===== config.mk =====
export PLATFORM = sky130hd
export DESIGN_NAME = multi_edge_detector
export DESIGN_NICKNAME = d
export VERILOG_FILES = /design/src/rtl/multi_edge_detector.sv
export SDC_FILE = /design/constraint.sdc
export NUM_CORES = 1
export LEC_CHECK = 0
export ABC_AREA = 1
export BUFFER_PORTS_ARGS = -buffer_cell sky130_fd_sc_hd__buf_4
export CAP_MARGIN = 10
export CORE_MARGIN = 8
export CORE_UTILIZATION = 30
export CTS_BUF_LIST = sky130_fd_sc_hd__clkbuf_8
export CTS_CLUSTER_SIZE = 40
export DETAILED_ROUTE_END_ITERATION = 7
export HOLD_SLACK_MARGIN = 0.15
export PLACE_DENSITY = 0.61
export REMOVE_ABC_BUFFERS = 1
export SLEW_MARGIN = 20
export SYNTH_ARGS = -nofsm -noshare
export SYNTH_HDL_FRONTEND = slang
export SYNTH_SLANG_ARGS = --single-unit

===== constraint.sdc =====
create_clock -name clk -period 1.3 [get_ports clk]
set_clock_uncertainty 0.05 [all_clocks]
set_input_delay 0.195 -clock clk [delete_from_list [all_inputs] [get_ports clk]]
set_output_delay 0.195 -clock clk [all_outputs]
set_load 0.03 [all_outputs]

===== src/rtl/multi_edge_detector.sv =====
`default_nettype none
// +----------------------------------------------------------------------------+
// | multi_edge_detector: per-channel synchroniser, debouncer and edge detector  |
// | with mode-qualified events, sticky pending flags and an OR-ed interrupt.    |
// | Revision: 1.0                                                              |
// +----------------------------------------------------------------------------+
module multi_edge_detector #(
  parameter int N           = 4,
  parameter int SYNC_STAGES = 2,
  parameter int DB_CYCLES   = 4
) (
  input  logic           clk,
  input  logic           reset,
  input  logic [N-1:0]   level_in,
  input  logic [2*N-1:0] mode,
  input  logic [N-1:0]   clear,
  output logic [N-1:0]   level_out,
  output logic [N-1:0]   p_edge,
  output logic [N-1:0]   n_edge,
  output logic [N-1:0]   any_edge,
  // 'event' is a reserved word, so the mode-qualified pulse is edge_event
  output logic [N-1:0]   edge_event,
  output logic [N-1:0]   pending,
  output logic           irq
);

  localparam int                CNT_W   = $clog2(DB_CYCLES + 1);
  localparam logic [CNT_W-1:0] DB_LAST = CNT_W'(DB_CYCLES - 1);

  for (genvar i = 0; i < N; i++) begin : g_ch
    logic [SYNC_STAGES-1:0] chain;
    logic                   sync;
    logic [CNT_W-1:0]       count;
    logic                   level_q;
    logic                   prev_q;
    logic                   pend_q;
    logic                   rise;
    logic                   fall;
    logic                   evt;

    always_ff @(posedge clk) begin
      if (reset) begin
        chain <= '0;
      end else begin
        chain <= {chain[SYNC_STAGES-2:0], level_in[i]};
      end
    end

    assign sync = chain[SYNC_STAGES-1];

    // Any sample matching the accepted level restarts the stability window.
    always_ff @(posedge clk) begin
      if (reset) begin
        count   <= '0;
        level_q <= 1'b0;
      end else if (sync == level_q) begin
        count <= '0;
      end else if (count == DB_LAST) begin
        count   <= '0;
        level_q <= sync;
      end else begin
        count <= count + CNT_W'(1);
      end
    end

    assign rise = level_q & ~prev_q;
    assign fall = ~level_q & prev_q;
    assign evt  = (rise & mode[2*i]) | (fall & mode[2*i+1]);

    // Set has priority over clear so an event is never lost.
    always_ff @(posedge clk) begin
      if (reset) begin
        prev_q <= 1'b0;
        pend_q <= 1'b0;
      end else begin
        prev_q <= level_q;
        pend_q <= evt | (pend_q & ~clear[i]);
      end
    end

    assign level_out[i]  = level_q;
    assign p_edge[i]     = rise;
    assign n_edge[i]     = fall;
    assign any_edge[i]   = rise | fall;
    assign edge_event[i] = evt;
    assign pending[i]    = pend_q;
  end

  assign irq = |pending;

endmodule
`default_nettype wire


[Word-level counts from Yosys, hierarchy flattened]
Cells that the tools add are included.
Word-level totals
  logic and storage cells: 89
  output and inout bits: 25
  register bits after elaboration: 32
Operators by class
  equality and inequality tests: 8
  $add $sub $neg: 4
  bitwise gates (word level): 48
  reduce and logical (&&, ||, !) cells: 9
Operators by type and width (number)
  1-bit AND: 20
  1-bit NOT: 16
  3-bit by 1-bit adder with 3-bit output (second input constant): 4
  3-bit by 2-bit == test with 1-bit output (second input constant): 4
  1-bit bitwise OR: 12
  3-bit OR reduction: 4
  2-bit AND reduction: 4
  1-bit == test: 4
  4-bit OR reduction: 1

[Depth between registers and ports, before layout]
Gate-level depths: netlist of the first run.
  depth in word-level cells: 5
  gate-level depth with buffers: 6
  gate-level depth less buffers: 6

[Least setup slack after synthesis of the first run]
No wires, ideal clock.
  kind: flip-flop to output port
  start: register g_ch[0].level_q
  end: output port any_edge[0]
  buffers on the path: 0
  data arrival time: 0.915 ns
  path slack: 0.140 ns
  stages on the path, launching flop included: 4
  path through: dfxtp_1 -> inv_1 -> ha_1 -> inv_1
Between the ends
  longest elaborated chain between the ends: 3
Ends and longest elaborated chain
  start, declared: RTL line 34  | logic level_q;
  start signal, assigned: RTL line 60  | level_q <= sync;
  1-bit NOT: RTL line 67  | assign fall = ~level_q & prev_q;
  1-bit AND: RTL line 67
  1-bit bitwise OR *: RTL line 84  | assign any_edge[i] = rise | fall;
  end, declared: RTL line 20  | output logic [N-1:0] any_edge,
Every way passes the cells marked *; elsewhere a longest branch is shown, timed or not.

[Worst setup path after layout of the first run]
  start: register g_ch[3].level_q
  end: output port edge_event[3]
Between the ends
  longest elaborated chain between the ends: 4
Ends and longest elaborated chain
  start, declared: RTL line 34
  start signal, assigned: RTL line 60
  1-bit NOT: RTL line 67
  1-bit AND: RTL line 67
  1-bit AND: RTL line 68  | assign evt = (rise & mode[2*i]) | (fall & mode[2*i+1]);
  1-bit bitwise OR *: RTL line 68
  end, declared: RTL line 22  | output logic [N-1:0] edge_event,
Marks and branches as above.

==> impl_metrics.env, run 1 <==
export IMPL_drive_gt1_share_pct=46.1
export IMPL_vias=1148
export IMPL_grt_pass1_vias=1129
export IMPL_utilization_pct=45.9
export IMPL_finalSetupViolations=8
export IMPL_final_cell_count_no_fill=299
export IMPL_drt_iter0_drc=27
export IMPL_criticalPathCategory="reg -> out"
export IMPL_switchingPower_w=0.000391
export IMPL_pwr_density_cell_nw_per_um2=857
export IMPL_path_max_fanout=3
export IMPL_drc=0
export IMPL_placed_cell_area_um2=1740
export IMPL_diodes=0
export IMPL_combPwrFrac_pct=5.3
export IMPL_dr_pass1_iters=4
export IMPL_cts_tree="built"
export IMPL_areaGrowthSynthToFinish_pct=46.7
export IMPL_clock_sinks=32
export IMPL_slew_violations=0
export IMPL_wl_per_cell_um=9.65
export IMPL_drv_cap=0
export IMPL_max_slew_margin_pct=83.7
export IMPL_nNetsFinal=265
export IMPL_p_int_w=0.00147
export IMPL_fill_cells=497
export IMPL_grt_overflow=0
export IMPL_ir_worst_vdd_v=0.000482
export IMPL_worst_pin_slew_ns=0.244
export IMPL_required_ns=1.05
export IMPL_fmax_mhz=726
export IMPL_worst_skew_pair_late_latency_ns=0.28
export IMPL_design_die_area_um2=7420
export IMPL_hold_class="in -> reg"
export IMPL_clockBufferDepth=2
export IMPL_grt_max_degree=22
export IMPL_holdPathStages=4
export IMPL_die_h_um=86.2
export IMPL_syn_area_um2=1480
export IMPL_yosys_warnings=0
export IMPL_hold_viol=0
export IMPL_synthDistinctLibCells=10
export IMPL_seq_power_share_pct=53.5
export IMPL_postSynthCellCount=183
export IMPL_grt_pass1_wl_um=4770
export IMPL_htree_levels=2
export IMPL_io_pin_count=43
export IMPL_violations="negative setup slack"
export IMPL_routed_wl_um=2880
export IMPL_cp_start_kind="flip-flop"
export IMPL_path_clk_slew_ns=0.07
export IMPL_gp_congestion=0.678
export IMPL_start_util_pct=31.3
export IMPL_netSwitchingFraction_pct=21.1
export IMPL_numPortBuffers=42
export IMPL_synth_ff_latch_count=32
export IMPL_ant_nets=0
export IMPL_status="finished with violations"
export IMPL_min_period_over_period_pct=106
export IMPL_rsz0062_at_grt="yes"
export IMPL_rows=25
export IMPL_final_seq_area_um2=661
export IMPL_grt_total_usage_pct=8.13
export IMPL_core_area_um2=4720
export IMPL_dp_cells=274
export IMPL_p_total_w=0.00186
export IMPL_min_period_ns=1.38
export IMPL_viasPerCell=3.84
export IMPL_synth_seq_area_share_pct=43.4
export IMPL_final_area_um2=2170
export IMPL_clock_root_buffer="clkbuf_8"
export IMPL_synth_avg_cell_area_um2=8.07
export IMPL_pwr_share_clk_pct=41.2
export IMPL_place_ws_ns=0.0749
export IMPL_die_w_um=86.2
export IMPL_p_leak_nw=1.03
export IMPL_multi_input_area_um2=664
export IMPL_r2r_cells=5
export IMPL_grt_antenna_before_repair=0
export IMPL_worst_slack_ns=-0.0782
export IMPL_critPathArrivalTime_ns=1.13
export IMPL_endpoint_kind="output pin"
export IMPL_cts_made_buffers=5
export IMPL_dp_hpwl_um=2020
==> state kept, by name, summed over array words and instances (netlist names) <==
name,count
g_ch.count,12
g_ch.chain,8
g_ch.pend_q,4
g_ch.level_q,4
g_ch.prev_q,4
==> logic make-up after synthesis <==
logic type	Yosys count	synth area share (%)
AND/OR/NAND/NOR	77	22.5
adder cells (fa/ha/maj)	16	13.6
flip-flops	32	43.4
buffers and inverters	58	20.6
==> layout by cell type (no fill, tap or decap) <==
| cell type | netlist | layout |
|---|---|---|
| nand3_1 | 4 | 4 |
| ha_4 | 0 | 7 |
| inv_2 | 0 | 8 |
| clkbuf_8 | 0 | 6 |
| inv_4 | 0 | 3 |
| buf_4 | 21 | 48 |
| dfxtp_2 | 0 | 4 |
| ha_1 | 16 | 8 |
| nor2_1 | 44 | 44 |
| clkinv_2 | 0 | 2 |
| ha_2 | 0 | 1 |
| nand2_4 | 0 | 3 |
| nand2_1 | 24 | 13 |
| nand4_1 | 1 | 1 |
| inv_1 | 36 | 25 |
| dfxtp_1 | 32 | 24 |
| nor3b_2 | 4 | 4 |
| dlygate4sd3_1 | 0 | 6 |
| buf_6 | 1 | 9 |
| dfxtp_4 | 0 | 4 |
| nand2_2 | 0 | 8 |
==> through the flow <==
step                hold WS [ns]  setup TNS [ns]
detailed placement         0.344               0
global route               0.187          -0.801
CTS                        0.153          -0.481
global placement           0.339               0
finish                     0.166          -0.386
floorplan                  0.215           -2.58
==> path summary, 6_finish.rpt <==
kind	to	from	slack, ns
worst max-delay path	edge_event[3]	g_ch[3].level_q$_SDFFE_PP0P_	-0.08
worst min-delay path	g_ch[1].pend_q$_SDFF_PP0_	clear[1]	0.17
worst max register to register	g_ch[3].count[1]$_SDFF_PP0_	g_ch[3].count[0]$_SDFF_PP0_	0.12
worst min register to register	g_ch[3].chain[1]$_SDFF_PP0_	g_ch[3].chain[0]$_SDFF_PP0_	0.35
==> final cells by class <==
cell class	count	share of cell area [%]
Multi-Input combinational cell	93	30.7
Sequential cell	32	30.5
Inverter	36	6.59
Clock buffer	6	3.81
Tap cell	67	3.87
Timing Repair Buffer	63	24.1
Clock inverter	2	0.462
==> routing by layer <==
layer | track usage, % | up-vias | part of all wire (%)
met3 | 3.53 | 4 | 7.3
met1 | 8.21 | 498 | 44
met2 | 13.9 | 35 | 48
met4 | 4.30 | 0 | 1.2
li1 | - | 611 | -
met5 | 0 | - | 0
==> cell usage after synthesis (all sizes together) <==
library cell  number  area [um^2]
nor2              44          165
inv               36          135
dfxtp             32          641
nand2             24         90.1
buf               22          169
ha                16          200
nand3              4         20.0
nor3b              4         50.1
nand4              1         6.26
==> power groups by stage <==
| stage | Combinational [W] | Sequential [W] | Clock [W] |
|---|---|---|---|
| floorplan | 0.0000232 | 0.00102 | 0 |
| global placement | 0.0000795 | 0.00102 | 0 |
| detailed placement | 0.0000805 | 0.00102 | 0 |
| CTS | 0.0000975 | 0.00100 | 0.000802 |
| global route | 0.000110 | 0.000994 | 0.000860 |
| finish | 0.0000979 | 0.000994 | 0.000766 |
==> timing repair <==
| action | in CTS | in global routing |
|---|---|---|
| endpoints found under the setup margin | 13 | 12 |
| resized for setup | 50 | 13 |
| hold buffers | 6 | 0 |
| setup buffers | 9 | 2 |
| endpoints found under the hold margin | 6 | 0 |
| pin swaps | 10 | 4 |
==> critical path, cell delays in order, from the launching register on <==
cell     delay, ns
dfxtp_2       0.34
buf_6         0.12
ha_4          0.15
nand2_2       0.06
nand2_2       0.06
buf_6         0.13
No activity file was read; power rests on OpenSTA's default activity.
==> inputs of run 2 (changes only) <==
Settings changed: CELL_PAD_IN_SITES_DETAIL_PLACEMENT set to 1, CELL_PAD_IN_SITES_GLOBAL_PLACEMENT set to 1, PLACE_DENSITY 0.61 to 0.76.
==> impl_metrics.env, run 2 (synthesized netlist as in run 1, its figures left out) <==
export IMPL_largest_reg_flops=12
export IMPL_grt_pass1_vias=1277
export IMPL_ir_worst_vdd_v=0.000526
export IMPL_worst_skew_pair_late_latency_ns=0.28
export IMPL_routed_wl_um=3420
export IMPL_ant_nets=0
export IMPL_diodes=0
export IMPL_cts_tree="built"
export IMPL_p_leak_nw=1.04
export IMPL_clock_root_buffer="clkbuf_8"
export IMPL_die_h_um=86.2
export IMPL_slew_violations=0
export IMPL_final_area_um2=2220
export IMPL_reg_top3="g_ch.count: 12 flops, g_ch.chain: 8 flops"
export IMPL_dp_hpwl_um=2410
export IMPL_place_ws_ns=0.0878
export IMPL_grt_max_degree=18
export IMPL_top_register="g_ch.count"
export IMPL_grt_overflow=0
export IMPL_clockBufferDepth=2
export IMPL_hold_class="in -> reg"
export IMPL_io_pin_count=43
export IMPL_finalSetupViolations=8
export IMPL_wl_per_cell_um=11.3
export IMPL_worst_pin_slew_ns=0.223
export IMPL_areaGrowthSynthToFinish_pct=50.1
export IMPL_worst_slack_ns=-0.0572
export IMPL_start_util_pct=31.3
export IMPL_dr_pass1_iters=4
export IMPL_r2r_cells=5
export IMPL_path_max_fanout=3
export IMPL_drt_iter0_drc=28
export IMPL_numPortBuffers=42
export IMPL_path_clk_slew_ns=0.06
export IMPL_core_area_um2=4720
export IMPL_drc=0
export IMPL_drv_cap=0
export IMPL_holdPathStages=4
export IMPL_htree_levels=2
export IMPL_rsz0062_at_grt="yes"
export IMPL_dp_cells=276
export IMPL_placed_cell_area_um2=1750
export IMPL_required_ns=1.05
export IMPL_violations="negative setup slack"
export IMPL_fmax_mhz=737
export IMPL_die_w_um=86.2
export IMPL_status="finished with violations"
export IMPL_grt_antenna_before_repair=0
export IMPL_cts_made_buffers=5
export IMPL_endpoint_kind="output pin"
export IMPL_pwr_density_cell_nw_per_um2=838
export IMPL_clock_sinks=32
export IMPL_vias=1205
export IMPL_max_slew_margin_pct=85.1
export IMPL_layout_commonest_cell="buf_4"
export IMPL_nNetsFinal=270
export IMPL_grt_total_usage_pct=9.60
export IMPL_criticalPathCategory="reg -> out"
export IMPL_critPathArrivalTime_ns=1.11
export IMPL_min_period_ns=1.36
export IMPL_final_cell_mix="buf_4 (51), nor2_1 (44), inv_1 (26), dfxtp_1 (24), nand2_2 (13)"
export IMPL_hold_viol=0
export IMPL_grt_pass1_wl_um=5550
export IMPL_cp_start_kind="flip-flop"
export IMPL_drive_gt1_share_pct=48.1
export IMPL_viasPerCell=3.96
export IMPL_gp_congestion=0.662
export IMPL_rows=25
export IMPL_holdWs_ns=0.159
export IMPL_min_period_over_period_pct=104
export IMPL_final_cell_count_no_fill=304
export IMPL_design_die_area_um2=7420
[run 2: cell count changes in the layout (fill, tap and decap cells not counted), sizes merged]
cell,delta
clkinv,-2
inv,+2
buf,+5
[run 2: final timing paths]
path,startpoint,end,slack (ns)
worst max-delay path,g_ch[2].level_q$_SDFFE_PP0P_,edge_event[2],-0.06
worst min register to register,g_ch[3].chain[0]$_SDFF_PP0_,g_ch[3].chain[1]$_SDFF_PP0_,0.35
worst max register to register,g_ch[1].count[0]$_SDFF_PP0_,g_ch[1].count[2]$_SDFF_PP0_,0.12
worst min-delay path,clear[2],g_ch[2].pend_q$_SDFF_PP0_,0.16
[run 2: final cells by class]
type	count	area (um^2)
Fill cell	578	2510
Multi-Input combinational cell	93	669
Sequential cell	32	661
Timing Repair Buffer	68	567
Inverter	36	145
Tap cell	67	83.8
Clock buffer	6	82.6
Clock inverter	2	7.51
[run 2: routing by layer]
metal / wire (um) / part of all wire [%] / track usage (%) / vias to the layer above
met4: 36 / 1.1 / 4.30 / 0
met3: 245 / 7.2 / 3.53 / 5
met5: 0 / 0 / 0 / -
met1: 1390 / 41 / 9.58 / 544
li1: - / - / - / 622
met2: 1750 / 51 / 17.3 / 34
[run 2: where the power goes]
part | total, W | switching, W | internal [W] | leakage, nW
combinational | 0.000104 | 0.0000446 | 0.0000594 | 0.726
sequential | 0.000994 | 0.00000629 | 0.000988 | 0.265
clock | 0.000760 | 0.000344 | 0.000415 | 0.0538
total | 0.00186 | 0.000395 | 0.00146 | 1.04
[run 2: what timing repair did]
item,4_1_cts,5_1_grt
buffers inserted,11,5
endpoints found under the hold margin,6,0
pin swaps,10,9
gates cloned,0,0
resized for setup,55,14
endpoints found under the setup margin,12,14
hold buffers,6,0
[run 2: metrics by stage]
step,TNS (ns),total power [W],util [%]
after global routing,-0.705,0.00194,46.9
after detailed placement,0,0.00111,37.1
after floorplan,-2.58,0.00105,-
after global placement,0,0.00111,37.1
after CTS,-0.444,0.00189,45.3
final,-0.373,0.00186,46.9
[run 2: worst max-delay path: stages (launching register included)]
cell and delay (ns):
dfxtp_4 0.38, inv_4 0.05, ha_4 0.15, nand2_2 0.05, nand2_2 0.06, buf_6 0.14
==> inputs of run 3 (changes only) <==
Settings changed: SETUP_SLACK_MARGIN set to 0.2.
==> impl_metrics.env, run 3 (synthesized netlist as in run 1, its figures left out) <==
export IMPL_status="finished with violations"
export IMPL_violations="negative setup slack"
export IMPL_worst_skew_pair_late_latency_ns=0.28
export IMPL_combPwrFrac_pct=6.4
export IMPL_drc=0
export IMPL_grt_pass1_vias=1349
export IMPL_required_ns=1.05
export IMPL_design_die_area_um2=7420
export IMPL_seq_power_share_pct=52.9
export IMPL_rsz0062_at_grt="yes"
export IMPL_reg_top3="g_ch.count: 12 flops, g_ch.chain: 8 flops"
export IMPL_hold_viol=0
export IMPL_place_ws_ns=0.0878
export IMPL_routed_wl_um=4160
export IMPL_criticalPathCategory="reg -> out"
export IMPL_areaGrowthSynthToFinish_pct=71.4
export IMPL_max_slew_margin_pct=82.4
export IMPL_numPortBuffers=42
export IMPL_start_util_pct=31.3
export IMPL_slew_violations=0
export IMPL_grt_antenna_before_repair=0
export IMPL_holdWs_ns=0.149
export IMPL_grt_total_usage_pct=10.5
export IMPL_die_h_um=86.2
export IMPL_p_leak_nw=1.11
export IMPL_grt_pass1_wl_um=6040
export IMPL_grt_overflow=0
export IMPL_io_pin_count=43
export IMPL_dr_pass1_iters=4
export IMPL_cts_made_buffers=5
export IMPL_nNetsFinal=277
export IMPL_die_w_um=86.2
export IMPL_diodes=0
export IMPL_ant_nets=0
export IMPL_drive_gt1_share_pct=63.5
export IMPL_largest_reg_flops=12
export IMPL_drv_cap=0
export IMPL_utilization_pct=53.6
export IMPL_fill_cells=537
export IMPL_grt_max_degree=18
export IMPL_pwr_share_clk_pct=40.6
export IMPL_htree_levels=2
export IMPL_vias=1261
export IMPL_critPathArrivalTime_ns=1.13
export IMPL_netSwitchingFraction_pct=21.8
export IMPL_clockBufferDepth=2
export IMPL_final_cell_mix="nor2_1 (35), buf_6 (35), buf_4 (33), inv_1 (23), nand2_2 (16)"
export IMPL_worst_slack_ns=-0.0726
export IMPL_path_max_fanout=3
export IMPL_ir_worst_vdd_v=0.000559
export IMPL_pwr_density_cell_nw_per_um2=742
export IMPL_hold_class="in -> reg"
export IMPL_clock_root_buffer="clkbuf_8"
export IMPL_wl_per_cell_um=13.4
export IMPL_rows=25
export IMPL_endpoint_kind="output pin"
export IMPL_cts_tree="built"
export IMPL_worst_pin_slew_ns=0.265
export IMPL_top_register="g_ch.count"
export IMPL_min_period_over_period_pct=106
export IMPL_gp_congestion=0.662
export IMPL_drt_iter0_drc=31
export IMPL_clock_sinks=32
export IMPL_finalSetupViolations=8
export IMPL_dp_hpwl_um=2410
export IMPL_core_area_um2=4720
export IMPL_switchingPower_w=0.000409
export IMPL_fmax_mhz=729
export IMPL_viasPerCell=4.05
export IMPL_p_total_w=0.00188
export IMPL_min_period_ns=1.37
export IMPL_cp_start_kind="flip-flop"
export IMPL_path_clk_slew_ns=0.07
export IMPL_p_int_w=0.00147
run 3: area by class of cell:
type | instances | area, um^2 | share of cell area, %
Tap cell | 67 | 83.8 | 3.31
Timing Repair Buffer | 75 | 712 | 28.1
Clock buffer | 6 | 82.6 | 3.26
Sequential cell | 32 | 674 | 26.7
Clock inverter | 2 | 7.51 | 0.297
Inverter | 36 | 148 | 5.84
Multi-Input combinational cell | 93 | 822 | 32.5
run 3: critical path, stage by stage, from the launching register on:
cell and delay (ns):
dfxtp_4 0.38, inv_4 0.05, ha_4 0.16, nand2_2 0.06
nand2_2 0.06, buf_6 0.14
run 3: worst paths after layout:
path,slack (ns),to,start,depth (start not counted)
setup reg to reg,0.01,g_ch[2].count[0]$_SDFF_PP0_,g_ch[2].level_q$_SDFFE_PP0P_,9
hold / removal,0.15,g_ch[2].pend_q$_SDFF_PP0_,clear[2],4
setup / recovery,-0.07,edge_event[3],g_ch[3].level_q$_SDFFE_PP0P_,5
hold reg to reg,0.35,g_ch[3].chain[1]$_SDFF_PP0_,g_ch[3].chain[0]$_SDFF_PP0_,2
run 3: power by group through the flow:
stage	clock, W	sequential [W]	combinational [W]
floorplan	0	0.00102	0.0000232
global placement	0	0.00102	0.0000830
detailed placement	0	0.00102	0.0000862
CTS	0.000793	0.000999	0.000111
global route	0.000837	0.000995	0.000134
finish	0.000763	0.000994	0.000121
run 3: per-stage QoR:
step,area (um^2),setup TNS (ns),cells
floorplan,1310,-2.58,161
global placement,1750,0,276
detailed placement,1750,0,276
CTS,2320,-0.483,305
global route,2530,-0.977,311
finish,2530,-0.495,311
run 3: layer usage:
layer  global-route usage [%]  routed length [um]
met1                     10.4                1550
met2                     19.5                2340
met3                     3.34                 210
met4                     4.30                  57
met5                        0                   0
run 3: timing repair:
action,CTS,global route
endpoints found under the hold margin,7,0
resized for setup,95,46
pin swaps,24,24
setup buffers,14,6
endpoints found under the setup margin,34,37
hold buffers,7,0
cloned,0,0
